$ cat src/rtl/mc_pkg.sv
// Shared types and encodings for the handshaked multicycle RV32I controller.
// State enum, opcode values, ALU op codes and datapath select codes.
package mc_pkg;

   typedef enum logic [3:0] {
      S_FETCH,
      S_DECODE,
      S_MEMADR,
      S_MEMREAD,
      S_MEMWB,
      S_MEMWRITE,
      S_EXECR,
      S_EXECI,
      S_ALUWB,
      S_BRANCH,
      S_JAL,
      S_JALR,
      S_JALR_LINK,
      S_LUI,
      S_AUIPC,
      S_FAULT
   } mc_state_t;

   localparam logic [6:0] OP_LOAD   = 7'b0000011;
   localparam logic [6:0] OP_STORE  = 7'b0100011;
   localparam logic [6:0] OP_RTYPE  = 7'b0110011;
   localparam logic [6:0] OP_ITYPE  = 7'b0010011;
   localparam logic [6:0] OP_BRANCH = 7'b1100011;
   localparam logic [6:0] OP_JAL    = 7'b1101111;
   localparam logic [6:0] OP_JALR   = 7'b1100111;
   localparam logic [6:0] OP_LUI    = 7'b0110111;
   localparam logic [6:0] OP_AUIPC  = 7'b0010111;

   localparam logic [3:0] ALU_ADD  = 4'd0;
   localparam logic [3:0] ALU_SUB  = 4'd1;
   localparam logic [3:0] ALU_AND  = 4'd2;
   localparam logic [3:0] ALU_OR   = 4'd3;
   localparam logic [3:0] ALU_XOR  = 4'd4;
   localparam logic [3:0] ALU_SLT  = 4'd5;
   localparam logic [3:0] ALU_SLTU = 4'd6;
   localparam logic [3:0] ALU_SLL  = 4'd7;
   localparam logic [3:0] ALU_SRL  = 4'd8;
   localparam logic [3:0] ALU_SRA  = 4'd9;

   // ALU decoder classes
   localparam logic [1:0] ALU_CLS_ADD    = 2'd0;
   localparam logic [1:0] ALU_CLS_BRANCH = 2'd1;
   localparam logic [1:0] ALU_CLS_FUNCT  = 2'd2;

   localparam logic [2:0] IMM_I = 3'b000;
   localparam logic [2:0] IMM_S = 3'b001;
   localparam logic [2:0] IMM_B = 3'b010;
   localparam logic [2:0] IMM_J = 3'b011;
   localparam logic [2:0] IMM_U = 3'b100;

   localparam logic [1:0] SRCA_PC    = 2'b00;
   localparam logic [1:0] SRCA_OLDPC = 2'b01;
   localparam logic [1:0] SRCA_RS1   = 2'b10;
   localparam logic [1:0] SRCA_ZERO  = 2'b11;

   localparam logic [1:0] SRCB_RS2  = 2'b00;
   localparam logic [1:0] SRCB_IMM  = 2'b01;
   localparam logic [1:0] SRCB_FOUR = 2'b10;

   localparam logic [1:0] RES_ALUOUT    = 2'b00;
   localparam logic [1:0] RES_DATA      = 2'b01;
   localparam logic [1:0] RES_ALURESULT = 2'b10;

   function automatic logic [2:0] imm_type(input logic [6:0] opcode);
      case (opcode)
         OP_STORE:         return IMM_S;
         OP_BRANCH:        return IMM_B;
         OP_JAL:           return IMM_J;
         OP_LUI, OP_AUIPC: return IMM_U;
         default:          return IMM_I;
      endcase
   endfunction

endpackage

$ cat src/rtl/mc_controller_hs_aludec.sv
// Combinational ALU decoder: maps (class, funct3, funct7b5) to an ALU op code.
// SUB for funct3=000 only when the instruction is R-type.
module mc_aludec
   import mc_pkg::*;
#(
   parameter int ALUCTRL_W = 4
)(
   input  logic [1:0]           alu_class,
   input  logic [2:0]           funct3,
   input  logic                 funct7b5,
   input  logic                 rtype,
   output logic [ALUCTRL_W-1:0] alucontrol
);

   logic [3:0] op_code;

   always_comb begin
      op_code = ALU_ADD;
      case (alu_class)
         ALU_CLS_BRANCH: begin
            case (funct3[2:1])
               2'b00:   op_code = ALU_SUB;
               2'b10:   op_code = ALU_SLT;
               2'b11:   op_code = ALU_SLTU;
               default: op_code = ALU_ADD;
            endcase
         end
         ALU_CLS_FUNCT: begin
            case (funct3)
               3'b000:  op_code = (rtype && funct7b5) ? ALU_SUB : ALU_ADD;
               3'b001:  op_code = ALU_SLL;
               3'b010:  op_code = ALU_SLT;
               3'b011:  op_code = ALU_SLTU;
               3'b100:  op_code = ALU_XOR;
               3'b101:  op_code = funct7b5 ? ALU_SRA : ALU_SRL;
               3'b110:  op_code = ALU_OR;
               default: op_code = ALU_AND;
            endcase
         end
         default: op_code = ALU_ADD;
      endcase
   end

   assign alucontrol = ALUCTRL_W'(op_code);

endmodule

$ cat src/rtl/mc_controller_hs.sv
// Multicycle RV32I control FSM with valid/ready memory handshake, wait-state
// timeout, full branch set and JALR/LUI/AUIPC. Outputs are forced low in reset.
module mc_controller_hs
   import mc_pkg::*;
#(
   parameter int ALUCTRL_W = 4,
   parameter int WAIT_MAX  = 255
)(
   input  logic                 clk,
   input  logic                 reset,
   input  logic [6:0]           op,
   input  logic [2:0]           funct3,
   input  logic                 funct7b5,
   input  logic                 zero,
   input  logic                 mem_ready,
   output logic                 mem_req,
   output logic                 WriteEnable,
   output logic [2:0]           immsrc,
   output logic [1:0]           alusrcA,
   output logic [1:0]           alusrcB,
   output logic [1:0]           resultsrc,
   output logic                 adrsrc,
   output logic [ALUCTRL_W-1:0] alucontrol,
   output logic                 irwrite,
   output logic                 pcwrite,
   output logic                 regwrite,
   output logic                 retire,
   output logic                 fault
);

   localparam int CNT_W = (WAIT_MAX > 0) ? $clog2(WAIT_MAX + 1) : 1;
   localparam logic [CNT_W-1:0] WAIT_LIMIT = CNT_W'(WAIT_MAX);

   mc_state_t        state_reg, state_next;
   logic [CNT_W-1:0] wait_cnt_reg, wait_cnt_next;
   logic             mem_state;
   logic             timeout;
   logic             branch_legal;
   logic             branch_taken;
   logic [1:0]       alu_class;
   logic [ALUCTRL_W-1:0] alu_code;

   assign branch_legal = (funct3[2:1] != 2'b01);
   // beq/bge/bgeu take the branch on zero; bne/blt/bltu on not-zero
   assign branch_taken = (funct3[2] ^ funct3[0]) ? !zero : zero;

   mc_aludec #(.ALUCTRL_W(ALUCTRL_W)) u_aludec (
      .alu_class  (alu_class),
      .funct3     (funct3),
      .funct7b5   (funct7b5),
      .rtype      (state_reg == S_EXECR),
      .alucontrol (alu_code)
   );

   always_ff @(posedge clk or negedge reset) begin
      if (!reset) begin
         state_reg    <= S_FETCH;
         wait_cnt_reg <= '0;
      end else begin
         state_reg    <= state_next;
         wait_cnt_reg <= wait_cnt_next;
      end
   end

   always_comb begin
      state_next = state_reg;
      mem_state  = (state_reg == S_FETCH) || (state_reg == S_MEMREAD) ||
                   (state_reg == S_MEMWRITE);
      timeout    = (WAIT_MAX != 0) && (wait_cnt_reg == WAIT_LIMIT);
      case (state_reg)
         S_FETCH: begin
            if (mem_ready)    state_next = S_DECODE;
            else if (timeout) state_next = S_FAULT;
         end
         S_DECODE: begin
            case (op)
               OP_LOAD, OP_STORE: state_next = S_MEMADR;
               OP_RTYPE:          state_next = S_EXECR;
               OP_ITYPE:          state_next = S_EXECI;
               OP_BRANCH:         state_next = S_BRANCH;
               OP_JAL:            state_next = S_JAL;
               OP_JALR:           state_next = S_JALR;
               OP_LUI:            state_next = S_LUI;
               OP_AUIPC:          state_next = S_AUIPC;
               default:           state_next = S_FAULT;
            endcase
         end
         S_MEMADR:   state_next = (op == OP_STORE) ? S_MEMWRITE : S_MEMREAD;
         S_MEMREAD: begin
            if (mem_ready)    state_next = S_MEMWB;
            else if (timeout) state_next = S_FAULT;
         end
         S_MEMWB:    state_next = S_FETCH;
         S_MEMWRITE: begin
            if (mem_ready)    state_next = S_FETCH;
            else if (timeout) state_next = S_FAULT;
         end
         S_EXECR, S_EXECI, S_JAL, S_JALR_LINK, S_LUI, S_AUIPC:
                     state_next = S_ALUWB;
         S_ALUWB:    state_next = S_FETCH;
         S_BRANCH:   state_next = branch_legal ? S_FETCH : S_FAULT;
         S_JALR:     state_next = S_JALR_LINK;
         S_FAULT:    state_next = S_FAULT;
         default:    state_next = S_FAULT;
      endcase

      // counter restarts on every state change, so each memory state starts at 0
      wait_cnt_next = wait_cnt_reg;
      if (state_next != state_reg)
         wait_cnt_next = '0;
      else if (mem_state && !mem_ready)
         wait_cnt_next = wait_cnt_reg + 1'b1;
   end

   always_comb begin
      mem_req     = 1'b0;
      WriteEnable = 1'b0;
      immsrc      = IMM_I;
      alusrcA     = SRCA_PC;
      alusrcB     = SRCB_RS2;
      resultsrc   = RES_ALUOUT;
      adrsrc      = 1'b0;
      alu_class   = ALU_CLS_ADD;
      irwrite     = 1'b0;
      pcwrite     = 1'b0;
      regwrite    = 1'b0;
      retire      = 1'b0;
      fault       = 1'b0;
      if (reset) begin
         if (state_reg != S_FAULT)
            immsrc = imm_type(op);
         case (state_reg)
            S_FETCH: begin
               mem_req   = 1'b1;
               alusrcA   = SRCA_PC;
               alusrcB   = SRCB_FOUR;
               resultsrc = RES_ALURESULT;
               irwrite   = mem_ready;
               pcwrite   = mem_ready;
            end
            S_DECODE: begin
               alusrcA = SRCA_OLDPC;
               alusrcB = SRCB_IMM;
            end
            S_MEMADR: begin
               alusrcA = SRCA_RS1;
               alusrcB = SRCB_IMM;
            end
            S_MEMREAD: begin
               mem_req   = 1'b1;
               adrsrc    = 1'b1;
               resultsrc = RES_ALUOUT;
            end
            S_MEMWB: begin
               resultsrc = RES_DATA;
               regwrite  = 1'b1;
               retire    = 1'b1;
            end
            S_MEMWRITE: begin
               mem_req     = 1'b1;
               WriteEnable = 1'b1;
               adrsrc      = 1'b1;
               retire      = mem_ready;
            end
            S_EXECR: begin
               alusrcA   = SRCA_RS1;
               alusrcB   = SRCB_RS2;
               alu_class = ALU_CLS_FUNCT;
            end
            S_EXECI: begin
               alusrcA   = SRCA_RS1;
               alusrcB   = SRCB_IMM;
               alu_class = ALU_CLS_FUNCT;
            end
            S_ALUWB: begin
               resultsrc = RES_ALUOUT;
               regwrite  = 1'b1;
               retire    = 1'b1;
            end
            S_BRANCH: begin
               alusrcA   = SRCA_RS1;
               alusrcB   = SRCB_RS2;
               resultsrc = RES_ALUOUT;
               alu_class = ALU_CLS_BRANCH;
               retire    = 1'b1;
               pcwrite   = branch_legal && branch_taken;
            end
            S_JAL: begin
               alusrcA   = SRCA_OLDPC;
               alusrcB   = SRCB_FOUR;
               resultsrc = RES_ALUOUT;
               pcwrite   = 1'b1;
            end
            S_JALR: begin
               alusrcA   = SRCA_RS1;
               alusrcB   = SRCB_IMM;
               resultsrc = RES_ALURESULT;
               pcwrite   = 1'b1;
            end
            S_JALR_LINK: begin
               alusrcA = SRCA_OLDPC;
               alusrcB = SRCB_FOUR;
            end
            S_LUI: begin
               alusrcA = SRCA_ZERO;
               alusrcB = SRCB_IMM;
            end
            S_AUIPC: begin
               alusrcA = SRCA_OLDPC;
               alusrcB = SRCB_IMM;
            end
            S_FAULT:  fault = 1'b1;
            default:  fault = 1'b1;
         endcase
      end
   end

   assign alucontrol = alu_code;

endmodule

$ cat config.mk
export PLATFORM = sky130hd
export DESIGN_NAME = mc_controller_hs
export DESIGN_NICKNAME = d
export VERILOG_FILES = /design/src/rtl/mc_pkg.sv /design/src/rtl/mc_controller_hs_aludec.sv /design/src/rtl/mc_controller_hs.sv
export SDC_FILE = /design/constraint.sdc
export NUM_CORES = 1
export LEC_CHECK = 0
export ABC_AREA = 1
export ABC_CLOCK_PERIOD_IN_PS = 1900
export CAP_MARGIN = 0
export CORE_ASPECT_RATIO = 1.5
export CORE_MARGIN = 3
export CORE_UTILIZATION = 44
export DETAILED_ROUTE_END_ITERATION = 16
export PLACE_DENSITY = 0.73
export SLEW_MARGIN = 10
export SYNTH_ARGS = -nofsm -noshare
export SYNTH_HDL_FRONTEND = slang
export SYNTH_HIERARCHICAL = 1
export SYNTH_SLANG_ARGS = --single-unit
export TNS_END_PERCENT = 10
$ cat constraint.sdc
create_clock -name clk -period 1.9 [get_ports clk]
set_input_delay 0.38 -clock clk [delete_from_list [all_inputs] [get_ports clk]]
set_output_delay 0.38 -clock clk [all_outputs]
set_load 0.01 [all_outputs]
==> results of run 1 <==
==> routing by layer <==
metal	GRT usage, %	vias to the layer above
met5	0	-
met4	10.72	0
met3	1.518	11
met2	43.76	36
met1	25.44	908
li1	-	974
==> logic make-up after synthesis <==
family | count (synthesis) | share of synthesized area, %
compound gates | 21 | 8.068
xor+xnor | 10 | 5.705
fa+ha+maj | 3 | 2.445
buf+inv | 40 | 10.68
flops | 12 | 19.56
mux | 1 | 0.6520
simple gates | 155 | 52.89
==> where the power goes <==
part	switching, mW	total (mW)	internal, mW
logic	0.0650	0.131	0.0662
clock network	0.0989	0.282	0.183
registers	0	0.256	0.256
total	0.164	0.669	0.505
==> through the flow <==
step	cells	TNS [ns]	area, um^2	power (mW)
floorplan	242	-0.06416	1550	0.2957
global placement	370	-11.46	2349	0.3810
detailed placement	370	-12.02	2349	0.3829
CTS	378	-2.225	2467	0.6655
global route	380	-5.258	2585	0.6953
finish	380	-2.949	2585	0.6693
==> synth_stat cells, types with 5 or more instances <==
cell and instances:
dfrtp_1 12, nand2_1 55, nand3_1 19, nor3_1 6
inv_2 5, inv_1 30, o21ai_0 7, nand2_2 5
nor3_2 9, a21oi_1 7, nor2_1 39, nor2_2 7
xor2_1 6
==> final timing paths <==
kind,endpoint,slack (ns),cells after the start
min in group clk,wait_cnt_reg[5]$_DFFE_PN0P_,0.62,2
worst max register to register,wait_cnt_reg[4]$_DFFE_PN0P_,-0.15,14
worst max-delay path,alucontrol[0],-0.21,11
worst min register to register,wait_cnt_reg[5]$_DFFE_PN0P_,0.62,2
max in group asynchronous,wait_cnt_reg[0]$_DFFE_PN0P_,1.49,2
worst min-delay path,wait_cnt_reg[7]$_DFFE_PN0P_,0.27,2
==> layout make-up <==
cell class,count,area share (%)
clock buffers,4,2.130
inverters,37,5.760
multi-input cells,190,49.32
flip-flops and latches,12,11.62
well taps,40,1.936
repair buffers,97,29.24
==> repair_timing <==
item | 4_1_cts | 5_1_grt
gates resized for setup | 114 | 36
setup buffers | 4 | 2
pin swaps | 13 | 24
setup endpoints to repair | 29 | 29
cloned | 0 | 0
==> metrics.cfg, run 1 <==
[logic_synthesis]
yosys.area.top_type_share_pct = 19.56
mapped_avg_cell_area_um2 = 6.344
ys_async_sr_fraction_pct = 100.0
synth-edff-count = 0
syn_nets = 260
synthesis.area_um2 = 1535
yosysWarningCount = 6
distinct_cell_type_count_after_synthesis = 32
part_of_the_yosys_area_used_for_sequential_elements_pct = 19.56
synth_top_flop_cell = dfrtp_1
synth_top_cells_by_area = dfrtp_1 (20%), nand2_1 (13%), nor2_1 (9.5%)
synth_top_cell_by_area = dfrtp_1
synthesis.instances = 242
ys_ff_latch = 12

[run_status]
run_status = finished with violations
failed_checks = negative setup slack

[clock_tree]
cts_tree = done
cts_root_buffer = clkbuf_8
cts_buffer_depth = 2
clock_sinks = 12
cts-htree-levels = 1
clk_pin_slew_ns = 0.05
insertion_delay_ns = 0.24
postCtsHoldBufs = 0
cts_made_buffers = 3

[setup_path]
cp_data_arrival_time_ns = 1.73
timing.critical_path.fanout_max = 3
worst_setup_path_end_kind = output pin
crit_slowest_cell = dfrtp_1
worstSetupStartpointType = register
path_buf_inv = 5
worstPathCellList = inv_4 > nand2_2 > nor2_4 > inv_2 > nor2_4 > inv_2 > ha_4 > inv_4 > nand2_1 > a21oi_2 > buf_2
crit_path_max_incr_delay_ns = 0.41
crit-reg2reg-launch = state_reg[3]$_DFF_PN0_
timing.critical_path.from = state_reg[2]$_DFF_PN0_
worstSetupPathType = register to output pin
timing.critical_path.max_delay_family = flip-flops
critPathRequiredTime_ns = 1.52

[routing]
vias_per_cell = 5.076
detailedRoute.firstIterationViolations = 28
wire_per_inst_um = 12.91
met3_routed_length_um = 128
post_route_ant_nets = 0
post-route-drc-count = 0
top_layer_used = met4
drt_pre_antenna_iters = 4
wl_met2_mm = 2.806
routed-via-count = 1929
totalWireLength_mm = 4.907
wl_met1_mm = 1.857

[die]
fp-row-count = 25
core_area_um2 = 3253
die-area_um2 = 4249
dieWidth_um = 54.23
die-height_um = 78.35
io-pin-count = 36
floorplan.initialDensity_pct = 47.19

[sta]
fin_worst_hold_slack_ns = 0.2652
setup_viol_count_final = 24
maxSlewViolCount = 0
fmax_mhz = 473.6
tightestPinTransition_ns = 0.3281
period_share_pct = 111.1
final.setup.worst_slack_ns = -0.2115
skew_ns = 0.001199
hold_viol_final = 0
grt_setup_unrepaired = true
max-slew-margin-rel_pct = 78.05
final_critical_period_ns = 2.111

[finish]
most-common-layout-cells = buf_4 (54), nand2_1 (47), nor2_1 (31)
layout.cells.most_common = buf_4
multi_input_area_um2 = 1275
area.sequential_um2 = 300.3
flow.area_growth_from_synthesis_pct = 68.38
num-fill-cells = 228
layout_cells_sized_above_1_pct = 49.12
largest_register_ffs = 8
final_core_util_pct = 79.46
design.final.nets = 359
n_antenna_cell = 0

[place]
dp_hpwl_mm = 3.618
gp_congestion = 0.9279
place.port_buffers = 35
pre_cts_setup_slack_ns = -0.7493

[min_path]
timing.hold.worst.class = primary input to asynchronous set/reset pin

[job]
maxCapViolations = 0

[global_route]
grt_overflow_total = 0
first_global_vias = 1896
grt_antenna_before_repair = 0
gr-usage-all-layers_pct = 23.61
grt_start_max_net_pins = 15
grt_pass1_wl_mm = 7.707

[pwr]
powerDensity_nw_per_um2 = 258.9
power.static_leakage_nw = 1.222
vdd.ir_drop.worst_mv = 0.3028

No activity file was read; power rests on OpenSTA's default activity.
==> run 2: changes to the inputs <==
--- a/config.mk
+++ b/config.mk
@@ -13,6 +13,7 @@
 export CORE_UTILIZATION = 44
 export DETAILED_ROUTE_END_ITERATION = 16
 export PLACE_DENSITY = 0.73
+export SETUP_SLACK_MARGIN = 0.05
 export SLEW_MARGIN = 10
 export SYNTH_ARGS = -nofsm -noshare
 export SYNTH_HDL_FRONTEND = slang
==> metrics.cfg, run 2 (same netlist as run 1, synthesis figures left out) <==
[finish]
largest_register_ffs = 8  ; unchanged
layout.cells.most_common = buf_4  ; unchanged
flow.area_growth_from_synthesis_pct = 64.79  ; was 68.38%
layout_cells_sized_above_1_pct = 48.40  ; was 49.12%
most-common-layout-cells = buf_4 (60), nand2_1 (50), nor2_1 (30)  ; was buf_4 (54), nand2_1 (47), nor2_1 (31)
design.final.nets = 362  ; was 359
num-fill-cells = 261  ; was 228
postLayoutCellArea_um2 = 2530  ; was 2585 um^2
n_antenna_cell = 0  ; unchanged

[clock_tree]
cts_root_buffer = clkbuf_8  ; unchanged
cts_buffer_depth = 2  ; unchanged
clock_sinks = 12  ; unchanged
cts_made_buffers = 3  ; unchanged
cts_tree = done  ; unchanged
cts-htree-levels = 1  ; unchanged
postCtsHoldBufs = 0  ; unchanged
insertion_delay_ns = 0.24  ; about the same
clk_pin_slew_ns = 0.05  ; about the same

[pwr]
p_seq_share_pct = 38.6  ; was 38.2%
power.static_leakage_nw = 1.192  ; was 1.222 nW
vdd.ir_drop.worst_mv = 0.2756  ; was 0.3028 mV
power_share_of_the_clock_group_pct = 41.4  ; was 42.2%
switching_power_mw = 0.1551  ; was 0.1639 mW
p_total_mw = 0.6631  ; was 0.6693 mW
combPwrFrac_pct = 20.0  ; was 19.6%
power_report.internal_total_mw = 0.5080  ; was 0.5054 mW
p_sw_share_pct = 23.39  ; was 24.49%
powerDensity_nw_per_um2 = 262.1  ; was 258.9 nW/um^2

[die]
fp-row-count = 25  ; unchanged
io-pin-count = 36  ; unchanged
die-height_um = 78.35  ; unchanged
core_area_um2 = 3253  ; unchanged
die-area_um2 = 4249  ; unchanged
dieWidth_um = 54.23  ; unchanged
floorplan.initialDensity_pct = 47.19  ; unchanged

[global_route]
grt_pass1_wl_mm = 7.576  ; was 7.707 mm
grt_overflow_total = 0  ; unchanged
gr-usage-all-layers_pct = 23.05  ; was 23.61%
grt_antenna_before_repair = 0  ; unchanged
first_global_vias = 1949  ; was 1896
grt_start_max_net_pins = 14  ; was 15

[sta]
maxSlewViolCount = 0  ; unchanged
tightestPinTransition_ns = 0.2723  ; was 0.3281 ns
final.setup.worst_slack_ns = -0.2132  ; was -0.2115 ns
period_share_pct = 111.2  ; was 111.1%
skew_ns = 0.0003958  ; was 0.001199 ns
final_critical_period_ns = 2.113  ; was 2.111 ns
setup_viol_count_final = 18  ; was 24
hold_viol_final = 0  ; unchanged
grt_setup_unrepaired = true  ; unchanged
max-slew-margin-rel_pct = 81.66  ; was 78.05%
fmax_mhz = 473.2  ; was 473.6 MHz

[place]
dp_hpwl_mm = 3.629  ; was 3.618 mm
gp_congestion = 0.8870  ; was 0.9279
detailed_place.area_um2 = 2414  ; was 2349 um^2
place.port_buffers = 35  ; unchanged

[setup_path]
worst_setup_path_end_kind = output pin  ; unchanged
reg2reg_setup_slack_ns = -0.09  ; was -0.15 ns
cp-endpoint = alucontrol[0]  ; unchanged
timing.reg2reg.worst_path_depth = 14  ; unchanged
worstReg2RegEnd = wait_cnt_reg[6]$_DFFE_PN0P_  ; was wait_cnt_reg[4]$_DFFE_PN0P_
timing.critical_path.from = state_reg[2]$_DFF_PN0_  ; unchanged
worstSetupPathType = register to output pin  ; unchanged
cp_data_arrival_time_ns = 1.73  ; about the same
timing.critical_path.fanout_max = 3  ; unchanged
crit-reg2reg-launch = state_reg[1]$_DFF_PN0_  ; was state_reg[3]$_DFF_PN0_
worstSetupStartpointType = register  ; unchanged
critPathRequiredTime_ns = 1.52  ; about the same

[routing]
totalWireLength_mm = 4.521  ; was 4.907 mm
routed-via-count = 1917  ; was 1929
post_route_ant_nets = 0  ; unchanged
wire_per_inst_um = 11.80  ; was 12.91 um
detailedRoute.firstIterationViolations = 43  ; was 28
post-route-drc-count = 0  ; unchanged
drt_pre_antenna_iters = 4  ; unchanged
vias_per_cell = 5.005  ; was 5.076

[run_status]
run_status = finished with violations  ; unchanged
failed_checks = negative setup slack  ; unchanged

[min_path]
timing.hold.worst.class = primary input to asynchronous set/reset pin  ; unchanged

[job]
maxCapViolations = 0  ; unchanged

[run 2: changes by cell type in the layout (fill, tap and decap cells not counted), moves of 2 or more]
cell | before | now
nand2_1 | 47 | 50
inv_2 | 11 | 13
nand2_2 | 10 | 8
dfrtp_2 | 0 | 2
dfrtp_1 | 12 | 10
nand3_2 | 8 | 6
nand3_1 | 14 | 17
nor2_2 | 8 | 10
buf_6 | 8 | 5
buf_4 | 54 | 60
[run 2: final cells by class]
class	instances	area, um^2	share of cell area (%)
clock buffer	4	55.05	2.176
inverter	37	146.4	5.786
multi-input combinational	190	1206	47.68
sequential	12	302.8	11.97
tap	40	50.05	1.978
timing repair buffer	100	769.5	30.42
[run 2: worst min-delay path by stage]
stage / from / endpoint / depth (start not counted)
2_1_floorplan: reset / state_reg[0]$_DFF_PN0_ / 0
3_3_place_gp: wait_cnt_reg[7]$_DFFE_PN0P_ / wait_cnt_reg[7]$_DFFE_PN0P_ / 2
5_1_grt: reset / wait_cnt_reg[7]$_DFFE_PN0P_ / 3
3_5_place_dp: wait_cnt_reg[7]$_DFFE_PN0P_ / wait_cnt_reg[7]$_DFFE_PN0P_ / 2
6_report: reset / wait_cnt_reg[6]$_DFFE_PN0P_ / 3
4_1_cts: reset / wait_cnt_reg[7]$_DFFE_PN0P_ / 3
[run 2: power groups by stage]
stage,registers (mW),logic [mW],clock network (mW)
2_1_floorplan,0.260,0.0356,0
3_3_place_gp,0.260,0.124,0
3_5_place_dp,0.260,0.126,0
4_1_cts,0.256,0.131,0.280
5_1_grt,0.256,0.146,0.291
6_report,0.256,0.133,0.275
[run 2: metrics by stage]
step / hold WS (ns) / std cells / setup TNS (ns) / worst slack, ns / util, %
finish: 0.3403 / 383 / -1.992 / -0.2132 / 77.77
global route: 0.3555 / 383 / -4.292 / -0.3274 / 77.77
CTS: 0.3361 / 383 / -1.790 / -0.1833 / 77.04
detailed placement: 0.5851 / 375 / -11.38 / -0.7126 / 74.19
global placement: 0.5676 / 375 / -11.02 / -0.6951 / 74.19
floorplan: 0.08441 / 242 / 0 / 0.06901 / -
[run 2: what timing repair did]
item	in CTS	in global routing
gates resized for setup	105	24
cloned	0	0
setup buffers	4	0
pin swaps	6	8
endpoints found under the setup margin	29	29
[run 2: layer usage]
layer,wire [um],GRT usage [%],vias to the layer above
met1,1755,24.27,880
met2,2567,43.76,40
li1,-,-,983
met4,127,10.97,0
met5,0,0,-
met3,71,0.3795,14
[run 2: critical path: stages, from the launching register on]
cell and delay, ns:
dfrtp_1 0.39, inv_4 0.05, buf_6 0.12, nor2_4 0.11, nand2_2 0.10, nor2_4 0.13, ha_4 0.16, inv_2 0.05
a21oi_2 0.09, nand2_1 0.06, a21oi_2 0.10, buf_2 0.13
==> run 3: changes to the inputs <==
--- a/config.mk
+++ b/config.mk
@@ -11,7 +11,9 @@
 export CORE_ASPECT_RATIO = 1.5
 export CORE_MARGIN = 3
 export CORE_UTILIZATION = 44
+export CTS_CLUSTER_DIAMETER = 80
 export DETAILED_ROUTE_END_ITERATION = 16
+export GPL_TIMING_DRIVEN = 0
 export PLACE_DENSITY = 0.73
 export SETUP_SLACK_MARGIN = 0.05
 export SLEW_MARGIN = 10
==> metrics.cfg, run 3 (same netlist as run 1, synthesis figures left out) <==
[finish]
layout.cells.most_common = nand2_1  ; was buf_4
area.sequential_um2 = 302.8  ; unchanged
n_antenna_cell = 0  ; unchanged
most-common-layout-cells = nand2_1 (49), nor2_1 (31), inv_1 (19)  ; was buf_4 (60), nand2_1 (50), nor2_1 (30)
num-fill-cells = 321  ; was 261
postLayoutCellArea_um2 = 2166  ; was 2530 um^2
largest_register_ffs = 8  ; unchanged
layout_cells_sized_above_1_pct = 39.46  ; was 48.40%
flow.area_growth_from_synthesis_pct = 41.08  ; was 64.79%
design.final.nets = 313  ; was 362
multi_input_area_um2 = 1207  ; was 1206 um^2

[setup_path]
critPathRequiredTime_ns = 1.52  ; about the same
cp_data_arrival_time_ns = 1.81  ; was 1.73 ns
worstSetupPathType = register to output pin  ; unchanged
timing.critical_path.fanout_max = 5  ; was 3
worstSetupStartpointType = register  ; unchanged
worst_setup_path_end_kind = output pin  ; unchanged

[die]
die-height_um = 78.35  ; unchanged
core_area_um2 = 3253  ; unchanged
fp-row-count = 25  ; unchanged
floorplan.initialDensity_pct = 47.19  ; unchanged
die-area_um2 = 4249  ; unchanged
io-pin-count = 36  ; unchanged
dieWidth_um = 54.23  ; unchanged

[pwr]
p_sw_share_pct = 23.92  ; was 23.39%
p_total_mw = 0.6264  ; was 0.6631 mW
powerDensity_nw_per_um2 = 289.2  ; was 262.1 nW/um^2
combPwrFrac_pct = 15.3  ; was 20.0%
power.static_leakage_nw = 0.9544  ; was 1.192 nW
power_report.internal_total_mw = 0.4766  ; was 0.5080 mW
vdd.ir_drop.worst_mv = 0.2957  ; was 0.2756 mV
power_share_of_the_clock_group_pct = 43.8  ; was 41.4%
switching_power_mw = 0.1498  ; was 0.1551 mW
p_seq_share_pct = 40.8  ; was 38.6%

[sta]
skew_ns = 0.002722  ; was 0.0003958 ns
period_share_pct = 115.4  ; was 111.2%
fmax_mhz = 455.9  ; was 473.2 MHz
max-slew-margin-rel_pct = 63.66  ; was 81.66%
final.setup.worst_slack_ns = -0.2932  ; was -0.2132 ns
hold_viol_final = 0  ; unchanged
setup_viol_count_final = 10  ; was 18
maxSlewViolCount = 0  ; unchanged
tightestPinTransition_ns = 0.5433  ; was 0.2723 ns
grt_setup_unrepaired = true  ; unchanged
final_critical_period_ns = 2.193  ; was 2.113 ns

[clock_tree]
cts_root_buffer = clkbuf_8  ; unchanged
insertion_delay_ns = 0.24  ; about the same
clock_sinks = 12  ; unchanged
cts_buffer_depth = 2  ; unchanged
cts_tree = done  ; unchanged
cts_made_buffers = 3  ; unchanged
clk_pin_slew_ns = 0.05  ; about the same
cts-htree-levels = 1  ; unchanged

[global_route]
grt_pass1_wl_mm = 7.100  ; was 7.576 mm
grt_start_max_net_pins = 13  ; was 14
grt_antenna_before_repair = 0  ; unchanged
gr-usage-all-layers_pct = 21.63  ; was 23.05%
grt_overflow_total = 0  ; unchanged
first_global_vias = 1731  ; was 1949

[place]
place.port_buffers = 35  ; unchanged
detailed_place.area_um2 = 1978  ; was 2414 um^2
gp_congestion = 0.9184  ; was 0.8870
dp_hpwl_mm = 3.207  ; was 3.629 mm

[routing]
routed-via-count = 1714  ; was 1917
post-route-drc-count = 0  ; unchanged
post_route_ant_nets = 0  ; unchanged
detailedRoute.firstIterationViolations = 28  ; was 43
drt_pre_antenna_iters = 4  ; unchanged
vias_per_cell = 5.132  ; was 5.005
wire_per_inst_um = 12.68  ; was 11.80 um
totalWireLength_mm = 4.236  ; was 4.521 mm

[min_path]
timing.hold.worst.class = register to register  ; was primary input to asynchronous set/reset pin

[run_status]
run_status = finished with violations  ; unchanged
failed_checks = negative setup slack  ; unchanged

[job]
maxCapViolations = 0  ; unchanged

==> run 3: layer usage <==
metal / global-route usage (%) / up-vias / wire length (um) / part of all wire, %
li1: - / 878 / - / -
met5: 0 / - / 0 / 0
met4: 7.731 / 0 / 70 / 1.7
met2: 43.88 / 33 / 2541 / 60
met3: 0.5693 / 8 / 103 / 2.4
met1: 21.10 / 795 / 1520 / 36
==> run 3: power groups by stage <==
stage               Clock, mW  Combinational (mW)  Sequential (mW)
floorplan                   0              0.0356            0.260
global placement            0              0.0903            0.260
detailed placement          0              0.0911            0.260
CTS                     0.282              0.0952            0.256
global route            0.291               0.106            0.256
finish                  0.275              0.0960            0.256
==> run 3: area by class of cell <==
class                   instances  share of cell area [%]
well taps                      40                   2.311
flip-flops and latches         12                   13.98
plain buffers                   3                   1.386
multi-input cells             190                   55.75
repair buffers                 48                   17.04
clock buffers                   4                   2.542
inverters                      37                   6.990
==> run 3: worst paths after layout <==
| path | end | start | depth (start not counted) | slack, ns |
|---|---|---|---|---|
| max in group asynchronous | state_reg[2]$_DFF_PN0_ | reset | 2 | 0.80 |
| hold reg to reg | wait_cnt_reg[7]$_DFFE_PN0P_ | wait_cnt_reg[7]$_DFFE_PN0P_ | 2 | 0.58 |
| min in group asynchronous | wait_cnt_reg[3]$_DFFE_PN0P_ | reset | 2 | 0.71 |
| hold / removal | wait_cnt_reg[7]$_DFFE_PN0P_ | wait_cnt_reg[7]$_DFFE_PN0P_ | 2 | 0.58 |
| setup reg to reg | wait_cnt_reg[5]$_DFFE_PN0P_ | wait_cnt_reg[0]$_DFFE_PN0P_ | 13 | 0.08 |
| setup / recovery | alucontrol[1] | state_reg[2]$_DFF_PN0_ | 11 | -0.29 |
==> run 3: metrics by stage <==
| step | TNS, ns | worst slack [ns] | utilization [%] | hold WS [ns] | std cells |
|---|---|---|---|---|---|
| floorplan | 0 | 0.06901 | - | 0.08441 | 242 |
| global placement | -25.03 | -1.723 | 60.81 | 0.5713 | 317 |
| detailed placement | -25.28 | -1.723 | 60.81 | 0.5688 | 317 |
| CTS | -1.695 | -0.2639 | 65.19 | 0.5803 | 331 |
| global route | -3.585 | -0.3728 | 66.58 | 0.6280 | 334 |
| finish | -1.707 | -0.2932 | 66.58 | 0.5755 | 334 |
==> run 3: worst max-delay path: stages, from the launching register on <==
cell and delay [ns]:
dfrtp_2 0.45, inv_4 0.10, nand2_4 0.07, nor2_4 0.14, inv_4 0.05, nor2_4 0.12, inv_2 0.05, ha_4 0.22
inv_4 0.06, o21ai_2 0.06, a21oi_2 0.11, buf_2 0.14
==> run 3: repair_timing <==
item | CTS | global route
pin swaps | 7 | 5
endpoints found under the setup margin | 29 | 29
buffers inserted | 9 | 3
hold endpoints to repair | 12 | 0
resized for setup | 104 | 26
hold buffers | 1 | 0
